File: config.mk
export PLATFORM = sky130hd
export DESIGN_NAME = lfo_core_flat
export DESIGN_NICKNAME = d
export VERILOG_FILES = /design/src/rtl/lfo_if.sv /design/src/rtl/lfo_core.sv /design/src/flat_wrapper.sv
export SDC_FILE = /design/constraint.sdc
export NUM_CORES = 1
export LEC_CHECK = 0
export ABC_AREA = 1
export CAP_MARGIN = 20
export CORE_ASPECT_RATIO = 0.5
export CORE_UTILIZATION = 50
export CTS_BUF_LIST = sky130_fd_sc_hd__clkbuf_16
export DETAILED_ROUTE_END_ITERATION = 12
export PLACE_DENSITY = 0.72
export SLEW_MARGIN = 10
export SYNTH_ARGS = -nofsm -noshare
export SYNTH_HDL_FRONTEND = slang
export SYNTH_SLANG_ARGS = --single-unit
File: constraint.sdc
create_clock -name clk -period 1.9 [get_ports clk]
set_input_delay 0.57 -clock clk [delete_from_list [all_inputs] [get_ports clk]]
set_output_delay 0.57 -clock clk [all_outputs]
set_load 0.02 [all_outputs]
File: src/rtl/lfo_if.sv
// Control/sample bundle for lfo_core: sample-rate strobe, waveform controls and the output sample.
interface lfo_if;
    logic       sample_clk;
    logic [1:0] wave_type;
    logic [9:0] frequency_in;
    logic [9:0] pulse_width;
    logic [9:0] d_out;

    modport master (
        output sample_clk,
        output wave_type,
        output frequency_in,
        output pulse_width,
        input  d_out
    );

    modport slave (
        input  sample_clk,
        input  wave_type,
        input  frequency_in,
        input  pulse_width,
        output d_out
    );
endinterface

File: src/rtl/lfo_core.sv
// lfo_core: sample-tick driven LFO (square/triangle/saw/sine); d_out updates 4 clk after a sample_clk rise, no backpressure.
// Sine quarter-wave table exists only with LFO_SINE_EN defined; otherwise wave_type 11 holds midscale 512.
module lfo_core (
    input  logic  clk,
    input  logic  reset_n,
    lfo_if.slave  lfo
);

    localparam logic [1:0] WAVE_SQUARE = 2'b00;
    localparam logic [1:0] WAVE_TRI    = 2'b01;
    localparam logic [1:0] WAVE_SAW    = 2'b10;

`ifdef LFO_SINE_EN
    // Q[k] = round(511*sin(2*pi*(k+0.5)/1024)), packed 9 bits per entry.
    function automatic logic [256*9-1:0] build_sine_tbl();
        logic [256*9-1:0] tbl;
        real              val;
        tbl = '0;
        for (int k = 0; k < 256; k++) begin
            val = 511.0 * $sin(2.0 * 3.14159265358979 * (k + 0.5) / 1024.0);
            tbl[k*9 +: 9] = 9'($rtoi(val + 0.5));
        end
        return tbl;
    endfunction

    localparam logic [256*9-1:0] SINE_Q = build_sine_tbl();
`endif

    logic [2:0]  sync_q;
    logic [2:0]  sync_d;
    logic        tick;
    logic [19:0] phase_q;
    logic [19:0] phase_d;
    logic        upd_q;
    logic        upd_d;
    logic [9:0]  d_out_q;
    logic [9:0]  d_out_d;

    logic [9:0]  p;
    logic [9:0]  tri_ramp;
    logic [9:0]  square_val;
    logic [9:0]  tri_val;
    logic [9:0]  sine_val;

    // sync_q[1:0] is the two-flop synchronizer, sync_q[2] remembers the previous synchronized level.
    assign sync_d = {sync_q[1], sync_q[0], lfo.sample_clk};
    assign tick   = sync_q[1] & ~sync_q[2];
    assign upd_d  = tick;

    always_comb begin
        phase_d = phase_q;
        if (tick) begin
            phase_d = phase_q + {10'd0, lfo.frequency_in} + 20'd1;
        end
    end

    assign p          = phase_q[19:10];
    assign tri_ramp   = {p[8:0], 1'b0};
    assign square_val = (p < lfo.pulse_width) ? 10'd1023 : 10'd0;
    assign tri_val    = p[9] ? ~tri_ramp : tri_ramp;

`ifdef LFO_SINE_EN
    logic [7:0] sine_k;
    logic [8:0] sine_q;
    assign sine_k   = p[8] ? ~p[7:0] : p[7:0];
    assign sine_q   = SINE_Q[sine_k*9 +: 9];
    assign sine_val = p[9] ? (10'd511 - {1'b0, sine_q}) : (10'd512 + {1'b0, sine_q});
`else
    assign sine_val = 10'd512;
`endif

    // Controls are only looked at in the cycle after the phase step, so d_out never moves between ticks.
    always_comb begin
        d_out_d = d_out_q;
        if (upd_q) begin
            case (lfo.wave_type)
                WAVE_SQUARE: d_out_d = square_val;
                WAVE_TRI:    d_out_d = tri_val;
                WAVE_SAW:    d_out_d = p;
                default:     d_out_d = sine_val;
            endcase
        end
    end

    always_ff @(posedge clk or negedge reset_n) begin
        if (!reset_n) begin
            sync_q  <= 3'b000;
            phase_q <= 20'd0;
            upd_q   <= 1'b0;
            d_out_q <= 10'd0;
        end else begin
            sync_q  <= sync_d;
            phase_q <= phase_d;
            upd_q   <= upd_d;
            d_out_q <= d_out_d;
        end
    end

    assign lfo.d_out = d_out_q;

endmodule

File: src/flat_wrapper.sv
// flat-port wrapper written by rule: the top's interface ports become plain ports
module lfo_core_flat 
  (clk, reset_n, lfo_sample_clk, lfo_wave_type, lfo_frequency_in, lfo_pulse_width, lfo_d_out);
  lfo_if lfo_i ();
  input  logic clk;
  input  logic reset_n;
  input wire logic [$bits(lfo_i.sample_clk)-1:0] lfo_sample_clk;
  input wire logic [$bits(lfo_i.wave_type)-1:0] lfo_wave_type;
  input wire logic [$bits(lfo_i.frequency_in)-1:0] lfo_frequency_in;
  input wire logic [$bits(lfo_i.pulse_width)-1:0] lfo_pulse_width;
  output wire logic [$bits(lfo_i.d_out)-1:0] lfo_d_out;
  assign lfo_i.sample_clk = lfo_sample_clk;
  assign lfo_i.wave_type = lfo_wave_type;
  assign lfo_i.frequency_in = lfo_frequency_in;
  assign lfo_i.pulse_width = lfo_pulse_width;
  assign lfo_d_out = lfo_i.d_out;
  lfo_core u_core (.clk(clk), .reset_n(reset_n), .lfo(lfo_i));
endmodule
==> results of run 1 <==
==> critical path, delay by kind of cell <==
family | cells | cell delay [ps]
simple gates | 6 | 470
compound gates | 1 | 130
fa+ha+maj | 1 | 270
buf+inv | 2 | 540
==> final cells by class <==
| type | instances | area share |
|---|---|---|
| multi-input combinational | 263 | 0.465 |
| sequential | 34 | 0.240 |
| timing repair buffer | 59 | 0.155 |
| inverter | 65 | 0.0687 |
| clock buffer | 5 | 0.0352 |
| tap | 66 | 0.0233 |
| clock inverter | 3 | 0.0127 |
==> cell usage in the layout, fill, tap and decap left out, types with 2 or more instances in the layout <==
cell type,n
clkbuf_16,5
clkinvlp_4,2
nor2_4,3
buf_4,24
xnor2_1,4
o21ai_1,2
ha_1,5
nand3_2,2
nor2_1,12
dlymetal6s2s_1,7
inv_2,5
o21ai_0,21
nor3_1,3
nand2_2,13
nand3_1,17
nor2_2,3
a21oi_2,4
inv_1,59
dfrtp_1,34
nand2_4,2
clkdlybuf4s50_1,24
dlygate4sd2_1,2
a21oi_1,14
nand3_4,4
xor2_1,2
ha_4,13
nand4_1,2
nand2_1,126
==> what timing repair did <==
action,in CTS,in global routing
gates cloned,0,1
pin swaps,8,21
endpoints found under the setup margin,18,25
buffers inserted,2,2
resized for setup,19,46
==> flip-flops by register name, indices dropped and copies added, names as in the netlist <==
register,cells
u_core.phase_q,20
u_core.lfo.d_out,10
u_core.sync_q,3
u_core.upd_q,1
==> worst paths after layout <==
kind | from | depth (start not counted) | endpoint
setup / recovery | lfo_pulse_width[5] | 10 | u_core.lfo.d_out[1]
hold / removal | u_core.sync_q[0] | 0 | u_core.sync_q[1]
setup reg to reg | u_core.phase_q[0] | 13 | u_core.phase_q[6]
hold reg to reg | u_core.sync_q[0] | 0 | u_core.sync_q[1]
max in group asynchronous | reset_n | 2 | u_core.phase_q[0]
min in group asynchronous | reset_n | 2 | u_core.lfo.d_out[9]
==> logic make-up (layout without fill, tap and decap cells) <==
kind of cell | count (synthesis) | in the layout
AO/OA/AOI/OAI | 48 | 48
buffers and inverters | 70 | 132
AND/OR/NAND/NOR | 188 | 189
flip-flops | 34 | 34
adder cells (fa/ha/maj) | 20 | 20
XOR/XNOR | 6 | 6
==> where the power goes <==
group	internal (uW)	switching (uW)
clock network	618	327
registers	926	262
logic	1060	1170
==> routing by layer <==
layer / wire (um) / global-route usage / part of all wire / vias up
met5: 0 / 0 / 0 / -
met4: 86 / 0.0652 / 0.014 / 0
met3: 262 / 0.0484 / 0.043 / 13
met2: 2920 / 0.442 / 0.47 / 74
met1: 2890 / 0.304 / 0.47 / 1164
li1: - / - / - / 1265
==> metrics by stage <==
| step | power [uW] | util | hold slack, ps |
|---|---|---|---|
| finish | 4360 | 0.780 | 360 |
| global route | 4710 | 0.780 | 366 |
| CTS | 4080 | 0.731 | 364 |
| detailed placement | 2920 | 0.667 | 351 |
| global placement | 2850 | 0.667 | 335 |
| floorplan | 2270 | - | 274 |
==> results_dict.tcl, run 1 <==
set metrics [dict create \
    outcome "completed" \
    p_per_area_nw_per_um2 1230 \
    critPathKind "in2reg" \
    dp_hpwl_um 4200 \
    worstPathRequired_ps 2070 \
    cpMaxStageDelayCell "clkdlybuf4s50_1" \
    area_delta_synth_final_pct 44.2 \
    synth_compound_area_frac 0.102 \
    yosys.area_share.simple 0.318 \
    yosys_warnings 0 \
    arrival_ps 1990 \
    grt_max_degree 35 \
    die_y_um 51.6 \
    ff_latch_area_sq_um 851 \
    nets 473 \
    grt_pass1_wl_um 9740 \
    drv_slew 0 \
    clock_skew_ps 6.94 \
    finalCriticalPeriod_ps 1820 \
    synth.distinct_cells 28 \
    synth_top_family_by_area "simple AND/OR/NAND/NOR gates" \
    via_per_inst 5.08 \
    min_period_over_period 0.960 \
    clk_path_buf_depth 2 \
    fin_ws_ps 76.9 \
    ys_seq_area_frac 0.346 \
    synth_fa_ha_area_frac 0.105 \
    maxCapViolations 0 \
    dieArea_sq_um 5230 \
    finalInstanceArea_sq_um 3550 \
    synth_top_area_share 0.346 \
    max_freq_mhz 549 \
    rrSetupSlack_ps 140 \
    grt_pass1_vias 2252 \
    path_cells "clkdlybuf4s50_1, inv_1, ha_4, nand2_2, o21ai_2, nand2_2, nand3_4, nand2_1, nand2_1, nand2_1" \
    cts_tree "built" \
    root_buffer "clkbuf_16" \
    postPlaceCellArea_sq_um 3030 \
    max_stage_delay_ps 470 \
    gp_congestion 0.911 \
    vias 2516 \
    antenna_found_initial 0 \
    final.fill_count 345 \
    cts.sinks 34 \
    insertion_delay_ps 280 \
    slew_headroom 0.698 \
    detail_route.wl_per_cell_um 12.4 \
    start_util 0.541 \
    rows 17 \
    drc 0 \
    yosys-mux-area-fraction 0 \
    drt-total-wl_um 6160 \
    die_x_um 101 \
    grtUsageTotal 0.245 \
    final_cells 495 \
    hold_viol_final 0 \
    power.leakage_uw 0.00182 \
    yosysMostFrequentCell "nand2_1" \
    synth-xor-area-share 0.0213 \
    crit_path_start_kind "input pin" \
    drt_iter0_drc 148 \
    port_buffers 34 \
    finalSetupTns_ps 0 \
    hp-class "reg2reg" \
    core-area_sq_um 4550 \
    cp-end-kind "flip-flop" \
    cpMostUsedCell "nand2_1" \
    final_antenna_net_count 0 \
    final_layout_size_suffix_gt1_frac 0.205 \
    async_flop_share 1.00 \
    syn-cell-area_sq_um 2460 \
    n_antenna_cell 0 \
    top_level_ports 35 \
    synth_largest_area_cell "dfrtp_1" \
    synth_common_cells "nand2_1, inv_1, dfrtp_1" \
    cts_buffers 5 \
    ys_ff_latch 34 \
    worstPathMaxFanout 5 \
    synth_top_flop_cell "dfrtp_1" \
    setup_viol 0 \
    grt_overflow 0 \
    pre_cts_ws_ps -481 \
    htreeDepth 2 \
    synthTopCellsByArea "dfrtp_1, nand2_1, ha_1" \
    synthesis.nets 411 \
    vdd_drop_max_v 0.000811 \
    multi_input_area_sq_um 1650 \
    avgSynthCellArea_sq_um 6.73 \
    syn_inst 366 \
    tightest_slew_ps 452 \
    cts_hold_buffers 0 \
    first_pass_iters 5 \
    synth_edf_count 0 \
    dp.cells 482 \
    path_clk_slew_ps 60 \
]
Power figures use the tool's default switching activity.
==> inputs of run 2 (changes only) <==
Settings changed: GPL_ROUTABILITY_DRIVEN from default to 0.
==> run 2 against run 1 <==
The run now ends with negative setup slack left. Highest routed layer unchanged. Final cell count is 0.40% lower. Sequential share of layout area rose by 0.49 points. Critical path depth is the same. Critical endpoint is now u_core.lfo.d_out[0].
==> results_dict.tcl, run 2 (same netlist as run 1, synthesis figures left out) <==
set metrics [dict create \
    r2r-end "u_core.phase_q[4]" \
    p_sw_uw 1680 \
    maxCapViolations 0 \
    layout_common_cells "nand2_1, inv_1, dfrtp_1" \
    clkPwrFrac 0.250 \
    crit_path_start_kind "input pin" \
    outcome "complete, but fails checks" \
    min_period_over_period 1.01 \
    rows 17 \
    dieArea_sq_um 5230 \
    hold_slack_ps 356 \
    hp-class "reg2reg" \
    finalCriticalPeriod_ps 1910 \
    drt_iter0_drc 119 \
    tightest_slew_ps 452 \
    max_stage_delay_ps 500 \
    grtUsageTotal 0.235 \
    power.leakage_uw 0.00183 \
    cts_buffers 5 \
    setup_viol 1 \
    worstPathRequired_ps 2070 \
    swShare 0.386 \
    antenna_found_initial 0 \
    cpMostUsedCell "nand2_1" \
    via_per_inst 4.97 \
    hold_path_depth 0 \
    max_freq_mhz 524 \
    grt_pass1_wl_um 9460 \
    rrSetupSlack_ps 160 \
    insertion_delay_ps 280 \
    top_level_ports 35 \
    seq_power_share 0.275 \
    worstPathMaxFanout 5 \
    rsz0062_at_grt "true" \
    cts.sinks 34 \
    slew_headroom 0.698 \
    layout_commonest_cell "nand2_1" \
    cts_tree "built" \
    vdd_drop_max_v 0.000823 \
    start_util 0.541 \
    p_comb_frac 0.475 \
    n_antenna_cell 0 \
    fin_ws_ps -10.0 \
    cpMaxStageDelayCell "clkdlybuf4s50_1" \
    drc 0 \
    grt_overflow 0 \
    min_from "u_core.sync_q[0]" \
    final_layout_size_suffix_gt1_frac 0.180 \
    port_buffers 34 \
    drv_slew 0 \
    root_buffer "clkbuf_16" \
    clock_skew_ps 7.07 \
    hold_viol_final 0 \
    path_cells "clkdlybuf4s50_1, inv_1, ha_1, nand2_2, o21ai_1, nand2_2, nand3_2, nand2_1, nand2_1, nand2_1" \
    core-area_sq_um 4550 \
    p_total_uw 4340 \
    registers.top_by_ff_count "u_core.phase_q" \
    detail_route.wl_per_cell_um 12.2 \
    grt_pass1_vias 2219 \
    die_x_um 101 \
    grt_max_degree 35 \
    min_to "u_core.sync_q[1]" \
    cp-end-kind "flip-flop" \
    nets 471 \
    path_clk_slew_ps 60 \
    first_pass_iters 6 \
    final_antenna_net_count 0 \
    r2r_start "u_core.phase_q[0]" \
    htreeDepth 2 \
    dp_hpwl_um 4160 \
    path_delay_family "buffers and inverters" \
    finalSetupTns_ps -10.0 \
    die_y_um 51.6 \
    p_per_area_nw_per_um2 1250 \
    r2r_cells 10 \
    area_delta_synth_final_pct 41.3 \
    crit_buf_inv 2 \
    vias 2452 \
    arrival_ps 2080 \
    cell_internal_pwr_uw 2660 \
    critPathKind "in2reg" \
    largest_reg_flops 20 \
    violations "negative setup slack" \
    clk_path_buf_depth 2 \
    drt-total-wl_um 5990 \
]
run 2: layer usage:
| metal | wire, um | vias to the layer above | global-route usage |
|---|---|---|---|
| met5 | 0 | - | 0 |
| met4 | 53 | 0 | 0.0604 |
| met3 | 364 | 10 | 0.0538 |
| met2 | 2850 | 77 | 0.432 |
| met1 | 2730 | 1105 | 0.283 |
| li1 | - | 1260 | - |
run 2: power groups by stage:
stage | sequential, uW | combinational, uW | clock, uW
floorplan | 1130 | 1140 | 0
finish | 1190 | 2060 | 1080
detailed placement | 1140 | 1780 | 0
global route | 1210 | 2320 | 1120
global placement | 1130 | 1720 | 0
CTS | 1150 | 1910 | 1090
run 2: worst max-delay path by stage:
stage / start / to / slack (ps) / depth (start not counted)
final: lfo_pulse_width[4] / u_core.lfo.d_out[0] / -10 / 10
after global routing: lfo_pulse_width[4] / u_core.lfo.d_out[0] / -80 / 10
after CTS: lfo_frequency_in[7] / u_core.phase_q[14] / 2 / 12
after detailed placement: lfo_frequency_in[0] / u_core.phase_q[18] / -470 / 15
after global placement: lfo_frequency_in[0] / u_core.phase_q[18] / -420 / 15
after floorplan: lfo_frequency_in[0] / u_core.phase_q[18] / 40 / 14
run 2: area by class of cell:
cell class,instances,area [sq um]
timing repair buffer,57,546
sequential,34,851
multi-input combinational,263,1560
clock inverter,3,68.8
fill,356,1070
inverter,65,244
clock buffer,5,125
tap,66,82.6
run 2: repair_timing:
action                     CTS  global route
setup buffers                1             1
gates resized for setup     17            35
gates cloned                 0             1
pin swaps                    6            19
setup endpoints to repair   16            23
hold buffers                 0             0
run 2: per-stage QoR:
| step | cell area [sq um] | utilization | setup slack [ps] | cells |
|---|---|---|---|---|
| final | 3480 | 0.764 | -10.0 | 493 |
| after global routing | 3480 | 0.764 | -75.5 | 493 |
| after CTS | 3320 | 0.730 | 2.11 | 491 |
| after detailed placement | 3030 | 0.667 | -471 | 482 |
| after global placement | 3030 | 0.667 | -418 | 482 |
| after floorplan | 2460 | - | 42.3 | 366 |
==> inputs of run 3 (changes only) <==
Settings changed: CTS_BUF_LIST sky130_fd_sc_hd__clkbuf_16 to sky130_fd_sc_hd__clkbuf_4 sky130_fd_sc_hd__clkbuf_8.
==> run 3 against run 2 <==
The run now ends clean. Clock skew grew 3.3 ps. Worst setup slack gained 77 ps. Global-route usage grew 0.22 points. Via count is essentially flat. Clock-buffer cell count is the same. Critical path type is now reg2out. Clock power shrank 22%. Non-clock buffer count shrank 1. Maximum frequency grew 4.2%. Critical endpoint is now lfo_d_out[4]. Register-to-register slack is essentially flat. Largest cell class unchanged.
==> results_dict.tcl, run 3 (same netlist as run 1, synthesis figures left out) <==
set metrics [dict create \
    registers.top_by_ff_count "u_core.phase_q" \
    vias 2451 \
    drt_iter0_drc 98 \
    p_total_uw 4070 \
    cpMaxStageDelayCell "clkdlybuf4s50_1" \
    critPathCapture "lfo_d_out[4]" \
    postPlaceCellArea_sq_um 3030 \
    start_util 0.541 \
    grtUsageTotal 0.238 \
    p_per_area_nw_per_um2 1200 \
    top_level_ports 35 \
    multi_input_area_sq_um 1550 \
    slew_headroom 0.701 \
    cp-end-kind "output pin" \
    startpoint "u_core.lfo.d_out[4]" \
    r2r-end "u_core.phase_q[16]" \
    antenna_found_initial 0 \
    layout_commonest_cell "nand2_1" \
    crit_buf_inv 1 \
    final_cells 492 \
    max_stage_delay_ps 600 \
    r2r_cells 14 \
    crit_path_start_kind "flip-flop" \
    rows 17 \
    dieArea_sq_um 5230 \
    hp-class "reg2reg" \
    port_buffers 34 \
    cts_tree "built" \
    seq_power_share 0.291 \
    grt_pass1_vias 2186 \
    dp_hpwl_um 4160 \
    core-area_sq_um 4550 \
    pre_cts_ws_ps -471 \
    clk_path_buf_depth 2 \
    rsz0062_at_grt "true" \
    max_freq_mhz 545 \
    final.fill_count 372 \
    finalCriticalPeriod_ps 1830 \
    p_sw_uw 1650 \
    p_comb_frac 0.501 \
    path_cells "clkdlybuf4s50_1" \
    ff_latch_area_sq_um 851 \
    min_period_over_period 0.965 \
    finalInstanceArea_sq_um 3390 \
    root_buffer "clkbuf_8" \
    n_antenna_cell 0 \
    die_y_um 51.6 \
    fin_ws_ps 66.5 \
    arrival_ps 1260 \
    drt-total-wl_um 5930 \
    layout_common_cells "nand2_1, inv_1, dfrtp_1" \
    htreeDepth 2 \
    swShare 0.407 \
    hold_viol_final 0 \
    maxCapViolations 0 \
    first_pass_iters 5 \
    grt_pass1_wl_um 9430 \
    largest_reg_flops 20 \
    tightest_slew_ps 447 \
    setup_viol 0 \
    insertion_delay_ps 310 \
    hold_slack_ps 363 \
    final_layout_size_suffix_gt1_frac 0.162 \
    drv_slew 0 \
    cell_internal_pwr_uw 2410 \
    worstPathMaxFanout 2 \
    area_delta_synth_final_pct 37.9 \
    dp.cells 482 \
    clkPwrFrac 0.207 \
    r2r_start "u_core.phase_q[0]" \
    cts_buffers 5 \
    path_delay_family "buffers and inverters" \
    critPathKind "reg2out" \
    worstPathRequired_ps 1330 \
    detail_route.wl_per_cell_um 12.1 \
    grt_max_degree 35 \
    clock_skew_ps 10.4 \
    via_per_inst 4.98 \
    cts.sinks 34 \
    nets 470 \
    drc 0 \
    cts_hold_buffers 0 \
    final_antenna_net_count 0 \
    power.leakage_uw 0.00180 \
    grt_overflow 0 \
    die_x_um 101 \
    vdd_drop_max_v 0.000816 \
    path_clk_slew_ps 80 \
    cp.depth 1 \
    rrSetupSlack_ps 150 \
    outcome "completed" \
]
[run 3: power groups by stage]
stage                     Combinational [uW]  Sequential, uW  Clock, uW
final                                   2040            1180        843
after global routing                    2310            1210        869
after CTS                               1870            1140        846
after detailed placement                1780            1140          0
after global placement                  1720            1130          0
after floorplan                         1140            1130          0
[run 3: what timing repair did]
item	CTS	global route
endpoints found under the setup margin	11	23
pin swaps	6	16
resized for setup	12	31
gates cloned	0	1
setup buffers	0	1
[run 3: through the flow]
step | TNS, ps | utilization
final | 0 | 0.746
after CTS | 0 | 0.708
after floorplan | 0 | -
after global placement | -7760 | 0.667
after detailed placement | -8580 | 0.667
after global routing | -55.9 | 0.746
[run 3: worst min path at each step]
stage | depth (start not counted) | from | slack [ps] | endpoint
4_1_cts | 0 | u_core.sync_q[0] | 370 | u_core.sync_q[1]
2_1_floorplan | 0 | reset_n | 270 | u_core.lfo.d_out[0]
6_report | 0 | u_core.sync_q[0] | 360 | u_core.sync_q[1]
5_1_grt | 0 | u_core.sync_q[0] | 370 | u_core.sync_q[1]
3_5_place_dp | 0 | u_core.sync_q[0] | 350 | u_core.sync_q[1]
3_3_place_gp | 0 | u_core.sync_q[0] | 330 | u_core.sync_q[1]
[run 3: final cells by class]
type | instances | area share
clock buffers | 5 | 0.0203
clock inverters | 3 | 0.0203
inverters | 65 | 0.0719
multi-input cells | 263 | 0.456
flip-flops and latches | 34 | 0.251
well taps | 66 | 0.0243
repair buffers | 56 | 0.157
[run 3: routing by layer]
layer  track usage  up-vias  wire [um]
met4        0.0507        0         59
met1         0.289     1118       2760
met2         0.424       68       2770
met5             0        -          0
li1              -     1256          -
met3        0.0685        9        344
==> edit 1, RTL diff (settings of run 3) <==
Add a define of `LFO_SINE_EN`.
--- a/src/rtl/lfo_core.sv
+++ b/src/rtl/lfo_core.sv
@@ -1,4 +1,6 @@
 // lfo_core: sample-tick driven LFO (square/triangle/saw/sine); d_out updates 4 clk after a sample_clk rise, no backpressure.
 // Sine quarter-wave table exists only with LFO_SINE_EN defined; otherwise wave_type 11 holds midscale 512.
+`define LFO_SINE_EN
+
 module lfo_core (
     input  logic  clk,
Behaviour: not the same (a bounded check fails within 10 cycles, from zero or initial values and one cycle with reset_n low).
==> edit 1 against run 3 <==
  * The run now ends with setup timing left
  * Sequential share of layout area decreased by 13 points
  * Wire length increased to 3.0 times the old value
  * Critical path depth increased by 15
  * Sequential cell count unchanged
  * Register-to-register slack got worse by 680 ps
  * Design area increased by 110%
  * Non-clock buffer count increased by 122
  * First-iteration DRC count increased to 8.4 times the old value
  * Synthesized area increased by 84%
  * Via count increased by 150%
  * Setup slack got worse by 600 ps
  * Critical endpoint is now u_core.lfo.d_out[2]
Power is not shown: default switching activity piles up to over one toggle a cycle in this logic, so the estimate is an artifact.
==> edit 1: results (changes against run 3) <==
Place
  – Post-DP Area: 0.00623 sq mm (+110%)
  – Post-DP HPWL: 12.0 mm (+190%)
  – DP Cell Count: 1012 (+110%)
  – Setup WS pre-CTS: -974 ps (-503 ps)

Finish
  – Layout clock area frac: 1.36% (-2.7 points)
  – Register area: 853 sq um (+0.29%)
  – Post-route cell area: 0.00700 sq mm (+110%)
  – Signal buffers share of area: 22.7% (+7.0 points)
  – Fin nets: 976 (+110%)
  – Ant. Diodes: 0 (unchanged)
  – Clock buffers: 7 (+2)
  – Share of cells above drive strength 1: 32.5% (+16 points)
  – Area of the multi-input gates: 0.00402 sq mm (+160%)
  – Multi-In Gates: 626 (+140%)
  – Non-clk bufs: 178 (+220%)
  – Logic inverters: 73 (+12%)
  – Number of fillers in the final layout: 616 (+66%)

Clock tree
  – Later-pin clock latency in the skew report: 290 ps (-20 ps)
  – CTS clock-pin slew for the worst setup and hold paths: 70 ps
  – Post CTS Setup Buffer Count: 11 (+11)

Setup path
  – CP Max Fanout: 6 (+4)
  – CP Data Arrival Time: 2610 ps (+1350 ps)

Yosys
  – Yosys cell types: 40 (+43%)
  – Synthesized area per cell: 5.98 sq um (-11%)
  – Post-synth top cells: nand2_1, nand3_1, inv_1
  – Net count after synthesis: 817 (+99%)
  – Top cells by area, synth: nand2_1, dfrtp_1, nand3_1, ha_1, inv_1
  – Ys flop type: dfrtp_1

Detailed routing
  – Total Routed Length: 17.9 mm (+200%)
  – Drt first-iter violations: 825 (+740%)
  – Wire length per cell: 17.3 um (+44%)
  – Vias/cell: 5.88 (+18%)
  – DRT Pass-1 Iters: 6 (+1)

Timing
  – Setup WS post-layout: -531 ps (-597 ps)
  – Worst Tran Pin Value: 497 ps (+49.2 ps)
  – Fin. max-slew vios: 0 (unchanged)
  – Setup_tns: -6340 ps (-6340 ps)
  – Final setup violation count: 22 (+22)
  – Clock Skew: 4.55 ps (-5.84 ps)

Floorplan
  – # Taps: 117 (+77%)

Global routing
  – Total Routing Usage GR: 36.3% (+13 points)
  – First-pass GRT wire length: 27.1 mm (+190%)
  – Number of global-route vias before repair: 5614 (+160%)

Status
  – Run status: finished with violations
  – Failing checks: setup timing
==> edit 1: changes by cell type in the layout (fill, tap and decap cells not counted), sizes merged, moves of 12 or more <==
cell / before / now
ha: 19 / 32
nand4: 2 / 17
nand3: 23 / 106
nand2: 141 / 282
buf: 22 / 147
nor2: 18 / 47
o21ai: 24 / 50
xor2: 2 / 14
a21oi: 19 / 38
==> edit 1: worst paths after layout <==
kind                                         start                   to  slack [ps]  cells after the start
worst max register to register  u_core.phase_q[18]  u_core.lfo.d_out[2]        -530                     16
worst min register to register    u_core.sync_q[0]     u_core.sync_q[1]         360                      0
worst min-delay path              u_core.sync_q[0]     u_core.sync_q[1]         360                      0
min in group asynchronous                  reset_n  u_core.lfo.d_out[6]         640                      2
worst max-delay path            u_core.phase_q[18]  u_core.lfo.d_out[2]        -530                     16
max in group asynchronous                  reset_n   u_core.phase_q[11]        1060                      2
==> edit 1: per-layer routing <==
metal,share of wire (%),vias up,global-route usage (%),wire (um)
met2,47,395,61.4,8360
met3,9.3,88,6.21,1670
met4,4.2,0,13.2,759
met5,0,-,0,0
met1,40,2800,46.4,7150
li1,-,2812,-,-
==> edit 1: critical path, cell delays in order, from the launching register on <==
cell	delay, ps
dfrtp_1	420
buf_12	160
buf_8	130
nand2_8	60
nand2_8	70
ha_4	340
nand3_4	120
nand2_1	110
o21ai_0	80
nand2_1	70
nand3_1	70
nor2_1	140
nand2_2	100
nand3_1	80
nand4_1	150
nand2_1	140
inv_1	50
==> edit 1: kinds of logic (layout without fill, tap and decap cells) <==
kind of cell,after synthesis,after routing,synth area share [%]
AND/OR/NAND/NOR,467,467,44.4
XOR/XNOR,20,20,5.26
buffers and inverters,99,259,9.70
flip-flops,34,34,18.7
adder cells (fa/ha/maj),33,33,9.26
AO/OA/AOI/OAI,106,106,12.6
==> edit 2, RTL diff (settings of run 3) <==
Made on the original files. Reset style: synchronous (`reset_n`), changed in one clocked block.
--- a/src/rtl/lfo_core.sv
+++ b/src/rtl/lfo_core.sv
@@ -83,5 +83,5 @@
     end
 
-    always_ff @(posedge clk or negedge reset_n) begin
+    always_ff @(posedge clk) begin
         if (!reset_n) begin
             sync_q  <= 3'b000;
Formal check against the unedited RTL: differs if reset_n is asserted again (counterexample within 10 cycles, from zero or initial values and one cycle with reset_n low); with reset_n held inactive, the same outputs for 10 cycles.
==> edit 2 against run 3 <==
  * The flow now finishes with violations (setup timing)
  * Critical path depth up 11
  * Synthesized area rose by 2.3%
  * Setup slack got worse by 78 ps
  * Non-clock buffer count is the same
  * Sequential cell count is the same
  * Register-to-register slack better by 100 ps
  * First-iteration DRC count is 42% higher
  * Design area rose by 6.7%
  * Wire length increased by 19%
  * Critical path type is now in2reg
  * Highest routed layer unchanged
Power is not compared: it rests on default switching activity, and its combinational part moved more than twofold at a synthesized area within 25%.
==> edit 2: results (changes against run 3) <==
Status
  – Run status: finished with violations
  – Failing checks: setup timing

Detailed routing
  – Metal3 WL: 398 um (+16%)
  – Met2 wire length: 3.46 mm (+25%)
  – Drt first-iter violations: 139 (+42%)
  – Vias/cell: 5.16 (+3.6%)

Timing
  – Setup WS post-layout: -11.3 ps (-77.8 ps)
  – Final setup violation count: 1 (+1)

Setup path
  – FF-to-FF path depth: 10 (-4)
  – CP Max Fanout: 5 (+3)
  – Critical path origin: lfo_pulse_width[4]

Yosys
  – Post-Synthesis Cells: 410 (+12%)
  – Net count after synthesis: 455 (+11%)
  – Top cells by area, synth: dfxtp_1, nand2_1, inv_1, ha_1, nand3_1
  – Yosys cell types: 33 (+18%)
  – Post-synth top cells: nand2_1, inv_1, nor2_1
  – Ys flop type: dfxtp_1

Finish
  – Multi-In Gates: 297 (+13%)
  – Signal buffers share of area: 14.9% (-0.84 points)
  – Register area: 681 sq um (-20%)
  – Share of cells above drive strength 1: 24.6% (+8.4 points)
  – Fin nets: 511 (+8.7%)
  – Layout clock area frac: 3.14% (-0.91 points)

Place
  – DP Cell Count: 522 (+8.3%)
  – Post-DP Area: 0.00306 sq mm (+0.70%)

Global routing
  – Met1 GRT Util: 33.4% (+4.5 points)
  – Largest net degree at the start of global routing: 24 (-31%)
## edit 2: cell types whose count changed after synthesis, sizes merged, moves of 6 or more
cell,run 3,this run
a21oi,19,30
dfrtp,34,0
dfxtp,0,34
inv,64,71
nand2,141,129
nand3,22,37
nor2,18,45
o21ai,24,18
## edit 2: how the worst min path moves through the flow
stage | slack (ps) | start | endpoint | cells past startpoint
2_1_floorplan | 390 | u_core.sync_q[0] | u_core.sync_q[1] | 2
3_3_place_gp | 390 | u_core.sync_q[0] | u_core.sync_q[1] | 2
3_5_place_dp | 400 | u_core.sync_q[0] | u_core.sync_q[1] | 2
4_1_cts | 410 | u_core.sync_q[0] | u_core.sync_q[1] | 2
5_1_grt | 440 | u_core.sync_q[0] | u_core.sync_q[1] | 2
6_report | 410 | u_core.sync_q[0] | u_core.sync_q[1] | 2
## edit 2: timing repair
action,4_1_cts,5_1_grt
endpoints found under the hold margin,0,0
cloned,1,0
setup buffers,1,1
gates resized for setup,36,55
endpoints found under the setup margin,23,25
pin swaps,15,37
